==> src/rtl/led_sweep_engine.sv <==
// led_sweep_engine: LED pattern generator with four animations, a 4-level step rate,
// pause and a step-tick output. Optional fading comet tail in modes 0/1 when the
// TRAIL_EN macro is defined; the default build has no tail and no PWM counter.
module led_sweep_engine #(
  parameter int unsigned N_LEDS   = 18,
  parameter int unsigned DIV_BASE = 25_000_000,
  parameter int unsigned CNT_W    = 26
) (
  input  logic                        CLOCK_50,
  input  logic                        RESET_N,
  input  logic [1:0]                  MODE,
  input  logic [1:0]                  SPEED,
  input  logic                        PAUSE,
  output logic [N_LEDS-1:0]           LEDR,
  output logic [$clog2(N_LEDS)-1:0]   POS,
  output logic                        STEP_TICK
);

  localparam int unsigned POS_W = $clog2(N_LEDS);
  localparam int unsigned HALF  = (N_LEDS + 1) / 2;
  localparam logic [POS_W-1:0] POS_LAST  = POS_W'(N_LEDS - 1);
  localparam logic [POS_W-1:0] CONV_LAST = POS_W'(HALF - 1);

  typedef enum logic [1:0] {
    MODE_BOUNCE = 2'd0,
    MODE_WRAP   = 2'd1,
    MODE_BAR    = 2'd2,
    MODE_CONV   = 2'd3
  } mode_e;

  typedef enum logic {
    DIR_LEFT  = 1'b0,
    DIR_RIGHT = 1'b1
  } dir_e;

  logic [CNT_W-1:0]  cnt_q, cnt_d;
  logic [POS_W-1:0]  pos_q, pos_d;
  dir_e              dir_q, dir_d;
  mode_e             mode_q, mode_in;
  logic [N_LEDS-1:0] led_q, led_d;
  logic              tick_q, tick_d;
  logic [31:0]       per_full;
  logic [CNT_W-1:0]  per_m1;

  assign mode_in = mode_e'(MODE);

  // Step period minus one: DIV_BASE >> SPEED, clamped to a period of at least one clock
  always_comb begin
    per_full = 32'(DIV_BASE) >> SPEED;
    if (per_full == 32'd0) per_full = 32'd1;
    per_m1 = CNT_W'(per_full - 32'd1);
  end

  // Divider, head position and direction; a mode change restarts everything even when paused
  always_comb begin
    cnt_d  = cnt_q;
    pos_d  = pos_q;
    dir_d  = dir_q;
    tick_d = 1'b0;
    if (mode_in != mode_q) begin
      cnt_d = '0;
      pos_d = '0;
      dir_d = DIR_LEFT;
    end else if (!PAUSE) begin
      if (cnt_q >= per_m1) begin
        cnt_d  = '0;
        tick_d = 1'b1;
        case (mode_q)
          MODE_WRAP: begin
            dir_d = DIR_LEFT;
            pos_d = (pos_q == POS_LAST) ? '0 : pos_q + POS_W'(1);
          end
          MODE_CONV: begin
            dir_d = DIR_LEFT;
            pos_d = (pos_q == CONV_LAST) ? '0 : pos_q + POS_W'(1);
          end
          default: begin
            // Bounce and bar: dwell one step at each end while the direction flips
            if (dir_q == DIR_LEFT) begin
              if (pos_q == POS_LAST) dir_d = DIR_RIGHT;
              else                   pos_d = pos_q + POS_W'(1);
            end else begin
              if (pos_q == '0) dir_d = DIR_LEFT;
              else             pos_d = pos_q - POS_W'(1);
            end
          end
        endcase
      end else begin
        cnt_d = cnt_q + CNT_W'(1);
      end
    end
  end

`ifdef TRAIL_EN
  logic [2:0]       pwm_q;
  logic [POS_W-1:0] b1_idx, b2_idx;
  logic             b1_en, b2_en;

  // Tail positions one and two steps behind the head (opposite the direction of travel)
  always_comb begin
    b1_idx = pos_d - POS_W'(1);
    b2_idx = pos_d - POS_W'(2);
    b1_en  = 1'b0;
    b2_en  = 1'b0;
    if (mode_in == MODE_WRAP) begin
      b1_en = 1'b1;
      b2_en = 1'b1;
      if (pos_d == '0) begin
        b1_idx = POS_LAST;
        b2_idx = POS_LAST - POS_W'(1);
      end else if (pos_d == POS_W'(1)) begin
        b2_idx = POS_LAST;
      end
    end else if (dir_d == DIR_LEFT) begin
      b1_en = (pos_d >= POS_W'(1));
      b2_en = (pos_d >= POS_W'(2));
    end else begin
      b1_idx = pos_d + POS_W'(1);
      b2_idx = pos_d + POS_W'(2);
      b1_en  = (pos_d < POS_LAST);
      b2_en  = (pos_d < POS_LAST - POS_W'(1));
    end
  end

  // Free-running PWM phase for tail brightness
  always_ff @(posedge CLOCK_50 or negedge RESET_N) begin
    if (!RESET_N) pwm_q <= 3'd0;
    else          pwm_q <= pwm_q + 3'd1;
  end
`endif

  // Frame for the next state: one-hot head, thermometer bar, or converging pair
  always_comb begin
    led_d = '0;
    case (mode_in)
      MODE_BAR: begin
        for (int i = 0; i < N_LEDS; i++) led_d[i] = (POS_W'(i) <= pos_d);
      end
      MODE_CONV: begin
        led_d[pos_d]            = 1'b1;
        led_d[POS_LAST - pos_d] = 1'b1;
      end
      default: begin
        led_d[pos_d] = 1'b1;
`ifdef TRAIL_EN
        if (b1_en && !pwm_q[2])        led_d[b1_idx] = 1'b1;
        if (b2_en && (pwm_q == 3'd0))  led_d[b2_idx] = 1'b1;
`endif
      end
    endcase
  end

  // State and output registers
  always_ff @(posedge CLOCK_50 or negedge RESET_N) begin
    if (!RESET_N) begin
      cnt_q  <= '0;
      pos_q  <= '0;
      dir_q  <= DIR_LEFT;
      mode_q <= MODE_BOUNCE;
      led_q  <= N_LEDS'(1);
      tick_q <= 1'b0;
    end else begin
      cnt_q  <= cnt_d;
      pos_q  <= pos_d;
      dir_q  <= dir_d;
      mode_q <= mode_in;
      led_q  <= led_d;
      tick_q <= tick_d;
    end
  end

  assign LEDR      = led_q;
  assign POS       = pos_q;
  assign STEP_TICK = tick_q;

endmodule
==> config.mk <==
export PLATFORM = sky130hd
export DESIGN_NAME = led_sweep_engine
export DESIGN_NICKNAME = d
export VERILOG_FILES = /design/src/rtl/led_sweep_engine.sv
export SDC_FILE = /design/constraint.sdc
export NUM_CORES = 1
export LEC_CHECK = 0
export ABC_AREA = 1
export CORE_MARGIN = 2
export CORE_UTILIZATION = 40
export DETAILED_ROUTE_END_ITERATION = 10
export GPL_TIMING_DRIVEN = 0
export SYNTH_ARGS = -nofsm -noshare
export SYNTH_HDL_FRONTEND = slang
export SYNTH_SLANG_ARGS = --single-unit
==> constraint.sdc <==
create_clock -name CLOCK_50 -period 3.5 [get_ports CLOCK_50]
set_clock_uncertainty 0.05 [all_clocks]
set_input_delay 0.525 -clock CLOCK_50 [delete_from_list [all_inputs] [get_ports CLOCK_50]]
set_output_delay 0.525 -clock CLOCK_50 [all_outputs]
set_load 0.01 [all_outputs]
Yosys cells after proc, flatten, opt, wreduce, memory -nomap -nowiden
Index checks and enable logic that the tools add are counted.
{"block": "word_totals", "output_inout_bits": 24, "reg_bits": 53, "in_bits": 7, "word_cells": 79}
{"block": "op_classes", "reduce_logical": 7, "addsub": 5, "n_mux": 28, "order_cmp": 23, "eq_ne": 8, "shift": 1, "n_bitwise": 1}
{"cell": "$mux W26", "n": 4}
{"cell": "$le A4 B5 Y1 const A", "n": 8}
{"cell": "$mux W5", "n": 8}
{"cell": "$pmux W18 S2", "n": 1}
{"cell": "$logic_not A32 Y1", "n": 1}
{"cell": "$shr A25 B2 Y32 const A", "n": 1}
{"cell": "$add A26 B1 Y26 const B", "n": 1}
{"cell": "$ge A26 B26 Y1", "n": 1}
{"cell": "$sub A26 B1 Y26 const B", "n": 1}
{"cell": "$le A3 B5 Y1 const A", "n": 4}
{"cell": "$or A18 B18 Y18", "n": 1}
{"cell": "$lt A5 B6 Y1 const B", "n": 2}
{"cell": "$mux W1", "n": 12}
{"cell": "$demux W1 S5", "n": 2}
{"cell": "$ge A5 B1 Y1 const B", "n": 2}
{"cell": "$le A1 B5 Y1 const A", "n": 2}
{"cell": "$le A2 B5 Y1 const A", "n": 2}
{"cell": "$le A5 B5 Y1 const A", "n": 2}
{"cell": "$pmux W5 S2", "n": 1}
{"cell": "$eq A2 B2 Y1 const B", "n": 3}
{"cell": "$add A5 B1 Y5 const B", "n": 1}
{"cell": "$eq A5 B4 Y1 const B", "n": 1}
{"cell": "$eq A5 B5 Y1 const B", "n": 1}
{"cell": "$logic_not A5 Y1", "n": 1}
{"cell": "9 further kinds", "n": 10}

Depth between registers and ports, before layout
{"block": "depth", "ltp_word": 15, "depth_mapped": 23, "depth_no_buf": 22}

Least setup slack after synthesis
No wires, ideal clock.
{"block": "synth_path", "path_kind": "input to register", "startpoint": "input port SPEED[0]", "endpoint": "register led_q[16], in the netlist LEDR[16]", "required_ns": 3.385, "setup_slack_ns": 0.502, "stages": 20, "t_arrival_ns": 2.883, "n_path_buf": 1, "setup_ns": 0.065, "path_cell_list": "buf_2 nor2_1 inv_1 ha_1 nand2_1 inv_1 nand3_1 nor3_2 nand3_1 nand3_2 nand2_4 nand2_1 nand3_4 ha_1 inv_1 nor2_4 nand3_1 nand2_1 nand2_1 nand2_1"}
{"block": "synth_via", "elab_chain_len": 15, "elab_cells_between_ends": 22, "cone_classes": "add/sub (2); order compare (6); shift (1); mux (9); bitwise (1); reduce/logical (3)"}
{"item": "start, declared", "line": "12", "source": "input logic [1:0] SPEED,"}
{"item": "$shr A25 B2 Y32 *", "line": "49", "source": "per_full = 32'(DIV_BASE) >> SPEED;"}
{"item": "$logic_not A32 Y1", "line": "50", "source": "if (per_full == 32'd0) per_full = 32'd1;"}
{"item": "$mux W26 *", "line": "50"}
{"item": "$sub A26 B1 Y26 *", "line": "51", "source": "per_m1 = CNT_W'(per_full - 32'd1);"}
{"item": "$ge A26 B26 Y1 *", "line": "65", "source": "if (cnt_q >= per_m1) begin"}
{"item": "$mux W5 *", "line": "65"}
{"item": "$mux W5 *", "line": "64", "source": "end else if (!PAUSE) begin"}
{"item": "$mux W5 *", "line": "60", "source": "if (mode_in != mode_q) begin"}
{"item": "$sub A5 B5 Y5", "line": "141", "source": "led_d[POS_LAST - pos_d] = 1'b1;"}
{"item": "$lt A5 B6 Y1 (not written as such) or $ge A5 B1 Y1 (tied branches)", "line": "141"}
{"item": "$logic_and A1 B1 Y1 (not written as such)", "line": "141"}
{"item": "$mux W1 (not written as such)", "line": "141"}
{"item": "$demux W1 S5", "line": "141"}
{"item": "$or A18 B18 Y18 (no line)"}
{"item": "$pmux W18 S2 *", "line": "135", "source": "case (mode_in)"}
{"item": "via led_d[16]", "line": "40", "source": "logic [N_LEDS-1:0] led_q, led_d;"}
{"item": "end signal, assigned", "line": "167", "source": "led_q <= led_d;"}
{"item": "end, declared", "line": "40"}
The timed path passes the listed nets; every way through them passes the cells marked *.
A chain may end at the register's enable or synchronous reset.

Worst setup path after layout
{"block": "layout_path", "startpoint": "input port SPEED[0]", "endpoint": "register led_q[5], in the netlist LEDR[5]"}
{"block": "layout_via", "elab_chain_len": 15, "elab_cells_between_ends": 22, "cone_classes": "add/sub (2); order compare (6); shift (1); mux (9); bitwise (1); reduce/logical (3)"}
{"item": "$shr A25 B2 Y32 *", "line": "49"}
{"item": "$logic_not A32 Y1", "line": "50"}
{"item": "$mux W26 *", "line": "50"}
{"item": "$sub A26 B1 Y26 *", "line": "51"}
{"item": "$ge A26 B26 Y1 *", "line": "65"}
{"item": "$mux W5 *", "line": "65"}
{"item": "$mux W5 *", "line": "64"}
{"item": "$mux W5 *", "line": "60"}
{"item": "via pos_d[2]", "line": "37", "source": "logic [POS_W-1:0] pos_q, pos_d;"}
{"item": "$sub A5 B5 Y5", "line": "141"}
{"item": "$lt A5 B6 Y1 (not written as such) or $ge A5 B1 Y1 (tied branches)", "line": "141"}
{"item": "$logic_and A1 B1 Y1 (not written as such)", "line": "141"}
{"item": "$mux W1 (not written as such)", "line": "141"}
{"item": "$demux W1 S5", "line": "141"}
{"item": "$or A18 B18 Y18 (no line)"}
{"item": "$pmux W18 S2 *", "line": "135"}
{"item": "via led_d[5]", "line": "40"}
Marks and branches as above.

==> reports/qor.yml <==
placed_design:
  port_buffers: 29
  place_hpwl_mm: 6.95
  place_inst: 675
  dp_slack_ns: -0.471
  place_congestion: 0.947
timing:
  fin_ws_ns: 0.301
  setup_viol: 0
  period_minus_slack_ns: 3.20
  worst_pin_slew_ns: 0.586
  post-route-period-util_pct: 91.4
  max_slew_margin_pct: 60.9
  rsz0062_at_grt: "false"
  hold_ws_ns: 0.0475
  hold_violations: 0
  drv_slew: 0
  clock.fmax_mhz: 313
  final.setup.tns_ns: 0
critical_path:
  cp_top_family: "simple AND/OR/NAND/NOR gates"
  crit_path_start_kind: "input port"
  cp_slowest_stage_delay_ns: 0.29
  worst_setup_path_end_kind: "flip-flop"
  cp_cell_sequence: "buf_2, inv_1, nor2_1, inv_1, ha_1, a21oi_1, o21ai_0, a21oi_1, nand3_2, nand2_4, nand2_1, nand3_4, inv_1, ha_1, inv_1, nand2_1, o21ai_0, o21ai_1, inv_1, nand2_1"
  cp_common_cell: "inv_1"
  crit_type: "input port to flip-flop"
  r2r_start: "POS[0]"
  crit_arrival_ns: 3.35
  slowest_stage: "ha_1"
  cp_num_buf_inv: 6
  r2r_slack_ns: 0.51
  r2r_end: "LEDR[1]"
  crit_fanout: 10
  worstRegToRegCells: 16
  required_ns: 3.65
floorplanning:
  initial_core_util_pct: 41.1
  die_h_um: 101
  die_w_um: 101
  ios: 31
  core_um2: 9240
  die-area_um2: 10300
  rows: 35
power_and_ir_drop:
  combPwrFrac_pct: 8.1
  p_switching_uw: 279
  total_power_uw: 1150
  p_sw_share_pct: 24.2
  p_leak_uw: 0.00218
  powerDensity_nw_per_um2: 263
  vdd_drop_max_mv: 0.151
  p_clk_share_pct: 38.2
  p_int_uw: 875
  pwr-share-seq_pct: 53.7
routing:
  viasPerCell: 5.01
  drt-pass1-iter-count: 4
  post-route-drc-count: 0
  postRouteAntennaNets: 0
  drtIter0Drc: 128
  vias: 3425
  detail_route.wl_per_cell_um: 13.2
  routed_wl_mm: 9.01
finish:
  multi_input_area_um2: 2160
  final_nets: 588
  diodes: 0
  final_cells: 683
  fillCellCount: 916
  drive_gt1_share_pct: 8.66
  syn_to_final_growth_pct: 15.7
  register_area_um2: 1330
clock_network:
  cts_tree: "yes"
  cts_root_buffer: "clkbuf_8"
  cts_buffer_depth: 2
  clk-insertion-delay-late_ns: 0.31
  path_clk_slew_ns: 0.10
  numCtsBuffers: 5
  ctsHtreeMaxLevel: 2
  clock-sinks: 53
yosys:
  netlist.area_leader.share_pct: 34.3
  synth-edff-count: 0
  netlist_top_cells_count: "nand2_1, inv_1, nor2_1"
  synth_top_area_cell: "dfrtp_1"
  synth_area_per_cell_um2: 7.38
  synth_area_um2: 3790
  netlist_instances: 514
  yosys.cell_count.top_type: "nand2_1"
  synth.distinct_cells: 41
  ys.flop_type: "dfrtp_1"
  synth_area_leaders: "dfrtp_1, nand2_1, ha_1"
  ys_seq_elements: 53
  async_flop_share_pct: 100
  synth-warning-count: 0
  yosysSeqAreaShare_pct: 35.0
grt:
  antenna_found_initial: 0
  grt_overflow: 0
  grt_pass1_wl_mm: 15.0
  grt_pass1_vias: 3254
  grt_use_total_pct: 18.3
  grt_max_degree: 42
status:
  status: "complete, no violations"
min_path:
  hold_class: "input port to async pin"
job:
  maxCapViolations: 0
==> worst max path at each step <==
stage	start	end	slack (ns)	depth (start not counted)
floorplan	SPEED[0]	LEDR[16]	0.50	20
global placement	SPEED[1]	LEDR[1]	-0.48	18
detailed placement	SPEED[1]	LEDR[1]	-0.47	18
CTS	SPEED[1]	LEDR[1]	0.15	18
global route	SPEED[0]	LEDR[5]	0.07	20
finish	SPEED[0]	LEDR[5]	0.30	20
==> layer usage <==
layer | track usage (%) | routed length [um]
met1 | 24.6 | 4290
met2 | 30.0 | 4280
met3 | 2.55 | 261
met4 | 6.76 | 180
met5 | 0 | 0
==> power by group through the flow <==
stage / registers, uW / clock network [uW] / logic, uW
floorplan: 631 / 0 / 51.1
global placement: 632 / 0 / 91.2
detailed placement: 632 / 0 / 95.0
CTS: 620 / 458 / 94.9
global route: 620 / 481 / 106
finish: 619 / 441 / 93.6
==> worst reg2reg max path, delay by kind of cell, from the launching register on <==
family                     cells  cell delay, ns
DFF                            1            0.48
AOI/OAI and AO/OA              2            0.29
adders and majority gates      2            0.61
and+or+nand+nor                9            0.97
buffers and inverters          3            0.49
==> flip-flops by register name (all words and copies together) (netlist names) <==
| name | count |
|---|---|
| cnt_q | 26 |
| LEDR | 18 |
| POS | 5 |
| mode_q | 2 |
| STEP_TICK | 1 |
| dir_q | 1 |
==> kinds of logic (layout without fill, tap and decap cells) <==
group | Yosys count | after routing | synth area share, %
DFF | 53 | 53 | 35.0
buffers and inverters | 85 | 123 | 8.51
adders and majority gates | 28 | 28 | 9.23
other | 2 | 4 | 0.198
and+or+nand+nor | 259 | 259 | 32.0
AOI/OAI and AO/OA | 65 | 65 | 9.99
xor gates and xnor gates | 22 | 22 | 5.08
==> placed cells by master, fill, tap and decap left out, types with 4 or more instances in the layout <==
cell type	instances
nor3_1	10
o21ai_0	9
nand4_1	13
clkbuf_8	6
nand2_2	5
inv_2	8
o21ai_1	15
clkbuf_1	5
a21oi_1	26
nand3_1	40
clkdlybuf4s50_1	27
nor2_2	4
nor2_1	55
xor2_1	18
a211oi_1	4
nand3_2	5
xnor2_1	4
nand2_1	110
inv_1	69
dfrtp_1	52
ha_1	27
conb_1	4
==> final cells by class <==
type                            count  share of cell area, %
Clock buffer                        6                   1.88
Tap cell                          129                   3.68
Buffer                              6                  0.542
Sequential cell                    53                   30.2
Multi-Input combinational cell    378                   49.1
Timing Repair Buffer               30                   6.84
Inverter                           79                   6.81
Clock inverter                      2                  0.855
==> through the flow <==
stage / cell area, um^2 / util [%]
after floorplan: 3800 / -
after global routing: 4390 / 47.5
after detailed placement: 4270 / 46.2
after global placement: 4250 / 46.0
final: 4390 / 47.5
after CTS: 4390 / 47.5
==> timing repair <==
item | CTS | global route
gates resized for setup | 2 | 3
buffers inserted | 0 | 0
setup endpoints to repair | 11 | 5
hold buffers | 0 | 0
No activity file was read; power rests on OpenSTA's default activity.
